$ cat src/rtl/dshot_tx.sv
// -----------------------------------------------------------------------------
// dshot_tx -- DShot frame transmitter (DShot150 timing at 16 MHz by default)
//
// Takes an 11-bit throttle/command value plus a telemetry-request bit through
// a valid/ready handshake and serialises the 16-bit DShot word (12 data bits
// followed by a 4-bit XOR checksum) MSB first on a single registered pin.
// Each bit is a fixed-length period that starts high. The high time encodes
// the bit value. A fixed low gap follows the last bit.
//
// Ports:
//   clk          system clock (16 MHz)
//   rst          asynchronous active-high reset, aborts any frame in flight
//   frame_valid  request to send a frame; qualifies throttle and telemetry
//   frame_ready  high while a new frame can be accepted
//   throttle     11-bit DShot throttle/command value
//   telemetry    telemetry request bit
//   dshot_out    DShot line, idle low, registered
//   frame_done   one-cycle pulse on the final gap clock of a frame
// -----------------------------------------------------------------------------
module dshot_tx #(
   parameter int BIT_CLKS = 107,
   parameter int T0H_CLKS = 40,
   parameter int T1H_CLKS = 80,
   parameter int GAP_CLKS = 1600
) (
   input  logic        clk,
   input  logic        rst,
   input  logic        frame_valid,
   output logic        frame_ready,
   input  logic [10:0] throttle,
   input  logic        telemetry,
   output logic        dshot_out,
   output logic        frame_done
);

   localparam int BW = $clog2(BIT_CLKS);
   localparam int GW = (GAP_CLKS > 1) ? $clog2(GAP_CLKS) : 1;

   localparam logic [BW-1:0] BIT_LAST = BW'(BIT_CLKS - 1);
   localparam logic [BW-1:0] T0H      = BW'(T0H_CLKS);
   localparam logic [BW-1:0] T1H      = BW'(T1H_CLKS);
   localparam logic [GW-1:0] GAP_LAST = GW'(GAP_CLKS - 1);
   localparam logic [GW-1:0] GAP_ONE  = GW'(1);
   localparam logic [BW-1:0] BIT_ONE  = BW'(1);

   if (!(T0H_CLKS > 0 && T0H_CLKS < T1H_CLKS && T1H_CLKS < BIT_CLKS && GAP_CLKS >= 1))
   begin : g_param_check
      $error("dshot_tx: illegal timing parameters (need 0 < T0H < T1H < BIT, GAP >= 1)");
   end

   typedef enum logic [1:0] {
      S_IDLE = 2'd0,
      S_BIT  = 2'd1,
      S_GAP  = 2'd2
   } state_t;

   state_t        state_q, state_d;
   logic [BW-1:0] cnt_q, cnt_d;
   logic [GW-1:0] gap_q, gap_d;
   logic [3:0]    idx_q, idx_d;
   logic [15:0]   word_q, word_d;
   logic          dshot_q, dshot_d;
   logic          ready_q, ready_d;
   logic          done_q, done_d;

   logic          accept;
   logic          cur_bit;
   logic [BW-1:0] high_len;

   // 16-bit DShot word: {throttle, telemetry, crc}, crc = XOR of the three nibbles
   function automatic logic [15:0] dshot_word(input logic [10:0] thr, input logic tlm);
      logic [11:0] v;
      logic [11:0] c;
      v = {thr, tlm};
      c = v ^ (v >> 4) ^ (v >> 8);
      return {v, c[3:0]};
   endfunction

   assign accept = frame_valid && ready_q;

   always_comb begin
      state_d = state_q;
      cnt_d   = cnt_q;
      gap_d   = gap_q;
      idx_d   = idx_q;
      word_d  = word_q;

      case (state_q)
         S_IDLE: begin
            if (accept) begin
               state_d = S_BIT;
               cnt_d   = '0;
               idx_d   = 4'd0;
               word_d  = dshot_word(throttle, telemetry);
            end
         end
         S_BIT: begin
            if (cnt_q == BIT_LAST) begin
               cnt_d = '0;
               if (idx_q == 4'd15) begin
                  state_d = S_GAP;
                  gap_d   = '0;
               end else begin
                  idx_d = idx_q + 4'd1;
               end
            end else begin
               cnt_d = cnt_q + BIT_ONE;
            end
         end
         S_GAP: begin
            if (gap_q == GAP_LAST) begin
               gap_d = '0;
               // ready is already high on the last gap clock, so a waiting
               // frame starts straight out of the gap with no idle cycle
               if (accept) begin
                  state_d = S_BIT;
                  cnt_d   = '0;
                  idx_d   = 4'd0;
                  word_d  = dshot_word(throttle, telemetry);
               end else begin
                  state_d = S_IDLE;
               end
            end else begin
               gap_d = gap_q + GAP_ONE;
            end
         end
         default: begin
            state_d = S_IDLE;
         end
      endcase

      // Outputs are registered, so they are decoded from the next state:
      // the pin then changes on the same edge the counters do.
      cur_bit  = word_d[4'd15 - idx_d];
      high_len = cur_bit ? T1H : T0H;
      dshot_d  = (state_d == S_BIT) && (cnt_d < high_len);
      done_d   = (state_d == S_GAP) && (gap_d == GAP_LAST);
      ready_d  = (state_d == S_IDLE) || done_d;
   end

   always_ff @(posedge clk or posedge rst) begin
      if (rst) begin
         state_q <= S_IDLE;
         cnt_q   <= '0;
         gap_q   <= '0;
         idx_q   <= 4'd0;
         dshot_q <= 1'b0;
         ready_q <= 1'b1;
         done_q  <= 1'b0;
      end else begin
         state_q <= state_d;
         cnt_q   <= cnt_d;
         gap_q   <= gap_d;
         idx_q   <= idx_d;
         dshot_q <= dshot_d;
         ready_q <= ready_d;
         done_q  <= done_d;
      end
   end

   // Frame data needs no reset: it is only observed while a frame is in flight
   always_ff @(posedge clk) begin
      word_q <= word_d;
   end

   assign dshot_out   = dshot_q;
   assign frame_ready = ready_q;
   assign frame_done  = done_q;

endmodule

$ cat config.mk
export PLATFORM = sky130hd
export DESIGN_NAME = dshot_tx
export DESIGN_NICKNAME = d
export VERILOG_FILES = /design/src/rtl/dshot_tx.sv
export SDC_FILE = /design/constraint.sdc
export NUM_CORES = 1
export LEC_CHECK = 0
export CAP_MARGIN = 30
export CORE_UTILIZATION = 63
export DETAILED_ROUTE_END_ITERATION = 10
export PLACE_DENSITY = 0.91
export SLEW_MARGIN = 20
export SYNTH_ARGS = -nofsm -noshare
export SYNTH_HDL_FRONTEND = slang
export SYNTH_SLANG_ARGS = --single-unit
$ cat constraint.sdc
create_clock -name clk -period 8.6 [get_ports clk]
set_clock_uncertainty 0.15 [all_clocks]
set_input_delay 2.15 -clock clk [delete_from_list [all_inputs] [get_ports clk]]
set_output_delay 2.15 -clock clk [all_outputs]
set_load 0.02 [all_outputs]
==> run summary, run 1 <==
status: complete, no violations
max_cap viols: 0
CTS H-tree depth: 2
pins over their slew limit: 0
Initial Util: 0.663
Vias/cell: 6.32
vias: 2116
CP max FO: 8
Post-synth EDFFs: 0
Die Height: 64.5 microns
wl on met1: 2280 microns
vias in the first global route: 2038
max layer used: met4
HP Class: register to register
postcts setup bufs: 0
I/O Pins: 18
post-synth top area share: 0.264
Fmax: 0.178 GHz
CTS tree: built
post-synth cell types: 58
clock transition at the registers of the reported paths: 0.08 ns
Crit Path Class: input pin to register
synth top area cells: dfrtp_1 26%, dfxtp_1 13%, o21ai_0 5.9%
die width: 64.5 microns
Pwr Density: 127 nW/um^2
sequential share of the synthesized area: 0.405
GPL Wtd Cong: 0.973
CP required: 8.67 ns
area of the multi-input gates: 1340 sq um
CTS Buf Count: 5
Synth Register Bits: 43
worst-margin pin slew: 0.771 ns
Synth Flop Type: dfrtp_1
DRT iter0 DRCs: 227
met2 wire length: 2560 microns
Sequential Area: 997 sq um
core area: 3720 sq um
Tcrit/Tclk final: 0.653
Buffers on Ports: 17
post-synth design cell area: 2460 sq um
initial antenna violation count: 0
Post-CTS Hold Buffers: 0
Final Core Density: 0.738
Max VDD drop: 0.0901 mV
unrepaired setup endpoints after global routing: no
Syn Inst Count: 273
metal3 WL: 228 microns
detailed placer's ending HPWL: 3860 microns
syn nets: 299
# fillers: 269
gr ovfl total: 0
n_diodes: 0
area leader, netlist: dfrtp_1
clk_lat worst skew: 0.29 ns
most frequent cell after synthesis: o21ai_0
LEAKAGE: 1.15 nW
share of layout cells above drive strength 1: 0.0627
WL/cell: 15.4 microns
Synth top cells by count: 29 x o21ai_0, 26 x dfrtp_1, 17 x nand2_1, 17 x nor2_1
Total Routing Usage GR: 0.279
Worst Setup End Kind: register
Pre-antenna DRT Iters: 4
area grow syn2layout: 11.4%
# clock sinks: 43
YS warnings: 0
antenna-violating nets left: 0
Post-synth ARST share: 0.628
CTS root buffer: clkbuf_8
largest net degree at the start of global routing: 17
arrival time at the worst endpoint: 5.69 ns
clock buffer depth: 2
final routed DRC violation total: 0
slew margin rel.: 0.481
Hold Fails Final Rpt: 0
FP Rows: 22
first-pass GRT wire length: 8900 microns
total wire length: 5140 microns
die area: 4160 sq um
number of nets in the layout: 312
post-CTS resize count: 0
setup violators final: 0
Mean Syn Cell Area: 9.02 sq um
Tmin final: 5.62 ns
TNS Setup: 0 ns
crit path launch type: input pin
==> flip-flops by register name, indices dropped and copies added, names as in the netlist <==
register     cells
cnt_q            7
frame_ready      1
frame_done       1
idx_q            4
dshot_out        1
gap_q           11
word_q          16
state_q          2
==> path summary, 6_finish.rpt <==
| path | from | end | slack, ns | depth (start not counted) |
|---|---|---|---|---|
| worst max-delay path | frame_valid | dshot_out$_DFF_PP0_ | 2.98 | 14 |
| worst min-delay path | word_q[4]$_DFF_P_ | word_q[4]$_DFF_P_ | 0.33 | 2 |
| worst max register to register | gap_q[6]$_DFF_PP0_ | dshot_out$_DFF_PP0_ | 4.26 | 13 |
| worst min register to register | word_q[4]$_DFF_P_ | word_q[4]$_DFF_P_ | 0.33 | 2 |
| max in group asynchronous | rst | frame_ready$_DFF_PP1_ | 5.67 | 3 |
| min in group asynchronous | rst | idx_q[2]$_DFF_PP0_ | 2.06 | 2 |
==> report_power, final <==
part           internal (mW)  total (mW)  switching, mW
logic                0.00925      0.0162        0.00696
clock network         0.0648       0.130         0.0655
registers              0.201       0.201              0
==> layer usage <==
metal,track usage,up-vias
li1,-,1028
met4,0.0861,0
met2,0.472,56
met3,0.0827,8
met1,0.341,1024
met5,0,-
==> critical path: stages <==
cell,delay (ns)
clkdlybuf4s50_1,0.52
nand2_1,0.11
a211oi_1,0.37
or3b_2,0.24
and2_1,0.32
mux2_2,0.37
a2111o_1,0.41
o311a_2,0.15
inv_1,0.08
ha_1,0.23
a21oi_1,0.15
nand3b_1,0.11
or3_1,0.35
o21ai_2,0.12
==> layout make-up <==
| class | count | share of cell area |
|---|---|---|
| inverters | 16 | 0.0219 |
| well taps | 48 | 0.0219 |
| clock buffers | 7 | 0.0315 |
| multi-input cells | 201 | 0.489 |
| flip-flops and latches | 43 | 0.363 |
| repair buffers | 19 | 0.0702 |
| clock inverters | 1 | 0.00182 |
==> per-stage QoR <==
stage	power [mW]	hold WS, ns	worst slack [ns]	instances	instance area [sq um]
after global placement	0.220	0.313	2.91	326	2640
after global routing	0.362	0.359	2.75	335	2740
after detailed placement	0.221	0.314	2.72	327	2650
final	0.347	0.332	2.98	335	2740
after floorplan	0.211	0.288	3.51	273	2460
after CTS	0.350	0.334	3.01	335	2740
==> cells by family (layout without fill, tap and decap cells) <==
group           after synthesis  count (layout)  share of synthesized area
compound gates               83              83                      0.230
simple gates                 93              93                      0.206
buf+inv                      29              43                     0.0498
xor+xnor                      9               9                     0.0320
fa+ha+maj                    11              11                     0.0559
flops                        43              43                      0.405
mux                           5               5                     0.0208
==> layout by cell type (no fill, tap or decap), types with 4 or more instances in the layout <==
cell,synthesis,layout
ha_1,11,11
nor2b_1,4,4
nor4_1,4,4
dfrtp_1,26,26
inv_1,16,16
o31ai_1,7,7
a22o_1,12,12
clkdlybuf4s50_1,0,17
nand2_1,17,17
mux2i_1,4,4
nand2b_1,10,10
nor2_1,17,17
dfxtp_1,16,16
clkbuf_8,0,6
a21oi_1,8,8
nand3_1,11,11
nor3_1,5,5
and3_1,7,7
xnor2_1,9,9
o21ai_0,29,29
Power figures use the tool's default switching activity.
==> run 2: changes to the inputs <==
Settings changed: CORE_UTILIZATION 63 to 53, PLACE_DENSITY 0.91 to 0.82.
Clock period 8.6 ns to 4.85 ns, I/O delays scaled along.
==> run summary, run 2 (same netlist as run 1, synthesis figures left out) <==
dpl cells: 337 (was 327)
clock buffer depth: 2 (unchanged)
LEAKAGE: 1.20 nW (was 1.15 nW)
CTS Buf Count: 5 (unchanged)
worst-margin pin slew: 0.708 ns (was 0.771 ns)
post-CTS resize count: 0 (unchanged)
HP Class: register to register (unchanged)
Pre-antenna DRT Iters: 5 (was 4)
CP required: 4.92 ns (was 8.67 ns)
n_diodes: 0 (unchanged)
gr ovfl total: 0 (unchanged)
initial antenna violation count: 0 (unchanged)
clock transition at the registers of the reported paths: 0.08 ns (about the same)
CTS H-tree depth: 2 (unchanged)
DRT iter0 DRCs: 117 (was 227)
FP Rows: 24 (was 22)
CTS tree: built (unchanged)
Placed Area: 2720 sq um (was 2650 sq um)
flip-flop count of the largest register after layout: 16 (unchanged)
vias: 2037 (was 2116)
CTS root buffer: clkbuf_8 (unchanged)
first-pass GRT wire length: 8960 microns (was 8900 microns)
detailed placer's ending HPWL: 3940 microns (was 3860 microns)
most common cell after layout, fill and taps aside: o21ai_0 (unchanged)
Crit Path Class: input pin to register (unchanged)
postcts setup bufs: 0 (unchanged)
setup slack, reg-to-reg: 0.58 ns (was 4.26 ns)
Fin Hold WS: 0.332 ns (about the same)
Post-Layout Cell Count: 345 (was 335)
Vias/cell: 5.90 (was 6.32)
number of nets in the layout: 318 (was 312)
core area: 4410 sq um (was 3720 sq um)
share of layout cells above drive strength 1: 0.0853 (was 0.0627)
Pwr Density: 229 nW/um^2 (was 127 nW/um^2)
setup violators final: 0 (unchanged)
die width: 70.2 microns (was 64.5 microns)
Fmax: 0.219 GHz
WL/cell: 15.0 microns (was 15.4 microns)
Tmin final: 4.56 ns
final routed DRC violation total: 0 (unchanged)
Max VDD drop: 0.184 mV (was 0.0901 mV)
die area: 4920 sq um (was 4160 sq um)
Initial Util: 0.558 (was 0.663)
Hold Fails Final Rpt: 0 (unchanged)
pins over their slew limit: 0 (unchanged)
Top reg by flops: word_q (unchanged)
# clock sinks: 43 (unchanged)
Total Routing Usage GR: 0.227 (was 0.279)
Buffers on Ports: 17 (unchanged)
max_cap viols: 0 (unchanged)
arrival time at the worst endpoint: 4.63 ns (was 5.69 ns)
Post-Layout Inst Area: 2830 sq um (was 2740 sq um)
Largest regs: word_q: 16 flops, gap_q: 11 flops, cnt_q: 7 flops (unchanged)
Post-CTS Hold Buffers: 0 (unchanged)
CP max FO: 16 (was 8)
Tcrit/Tclk final: 0.941
area grow syn2layout: 14.8% (was 11.4%)
total wire length: 5190 microns (was 5140 microns)
Worst Setup End Kind: register (unchanged)
GPL Wtd Cong: 0.829 (was 0.973)
slew margin rel.: 0.524 (was 0.481)
status: complete, no violations (unchanged)
largest net degree at the start of global routing: 18 (was 17)
Setup WS pre-CTS: -0.0195 ns (was 2.72 ns)
final worst slack: 0.286 ns (was 2.98 ns)
I/O Pins: 18 (unchanged)
TNS Setup: 0 ns (unchanged)
unrepaired setup endpoints after global routing: no (unchanged)
vias in the first global route: 1972 (was 2038)
most frequent cells in the layout: 29 x o21ai_0, 26 x dfrtp_1, 17 x nand2_1, 17 x nor2_1, 17 x clkdlybuf4s50_1 (unchanged)
antenna-violating nets left: 0 (unchanged)
clk_lat worst skew: 0.29 ns (about the same)
# fillers: 385 (was 269)
crit path launch type: input pin (unchanged)
Die Height: 70.2 microns (was 64.5 microns)
run 2: cell types whose count changed in the layout (fill, tap and decap cells not counted):
| cell | previous run | this run |
|---|---|---|
| buf_16 | 0 | 1 |
| buf_4 | 1 | 7 |
| buf_8 | 1 | 0 |
| clkbuf_1 | 1 | 0 |
| clkbuf_16 | 0 | 1 |
run 2: layout make-up:
class,instances,area (sq um),area share
clock inverters,1,5.00,0.00177
repair buffers,25,250,0.0885
flip-flops and latches,43,997,0.353
well taps,52,65.1,0.0230
inverters,16,60.1,0.0212
clock buffers,7,108,0.0381
multi-input cells,201,1340,0.475
run 2: layer usage:
layer / global-route usage / up-vias / wire length, microns / share of wire
met4: 0.0600 / 0 / 22 / 0.0042
met5: 0 / - / 0 / 0
li1: - / 1033 / - / -
met1: 0.289 / 966 / 2340 / 0.45
met2: 0.394 / 36 / 2640 / 0.51
met3: 0.0418 / 2 / 183 / 0.035
run 2: worst max-delay path, cell delays in order:
cell and delay, ns:
clkdlybuf4s50_1 0.51, nand3_1 0.10, or4_4 0.45, and2_4 0.24
a22o_1 0.27, mux2_2 0.27, a2111o_1 0.40, o311a_2 0.15
inv_1 0.09, ha_1 0.24, a21oi_1 0.14, nand3b_1 0.11
or3_1 0.34, o21ai_2 0.12
run 2: final timing paths:
check | end | from | cells past startpoint
hold / removal | word_q[4]$_DFF_P_ | word_q[4]$_DFF_P_ | 2
max in group asynchronous | frame_ready$_DFF_PP1_ | rst | 3
min in group asynchronous | idx_q[2]$_DFF_PP0_ | rst | 2
hold reg to reg | word_q[4]$_DFF_P_ | word_q[4]$_DFF_P_ | 2
setup / recovery | dshot_out$_DFF_PP0_ | frame_valid | 14
setup reg to reg | dshot_out$_DFF_PP0_ | gap_q[6]$_DFF_PP0_ | 13
run 2: where the power goes:
part           internal [mW]  leakage [nW]  total, mW  switching [mW]
Combinational         0.0175         0.700     0.0294          0.0118
Sequential             0.356         0.436      0.356               0
Clock                  0.146        0.0594      0.262           0.116
Total                  0.520          1.20      0.647           0.128
run 2: through the flow:
stage / util / power (mW)
6_report: 0.641 / 0.647
3_5_place_dp: 0.615 / 0.394
4_1_cts: 0.641 / 0.653
5_1_grt: 0.641 / 0.670
3_3_place_gp: 0.609 / 0.391
2_1_floorplan: - / 0.375
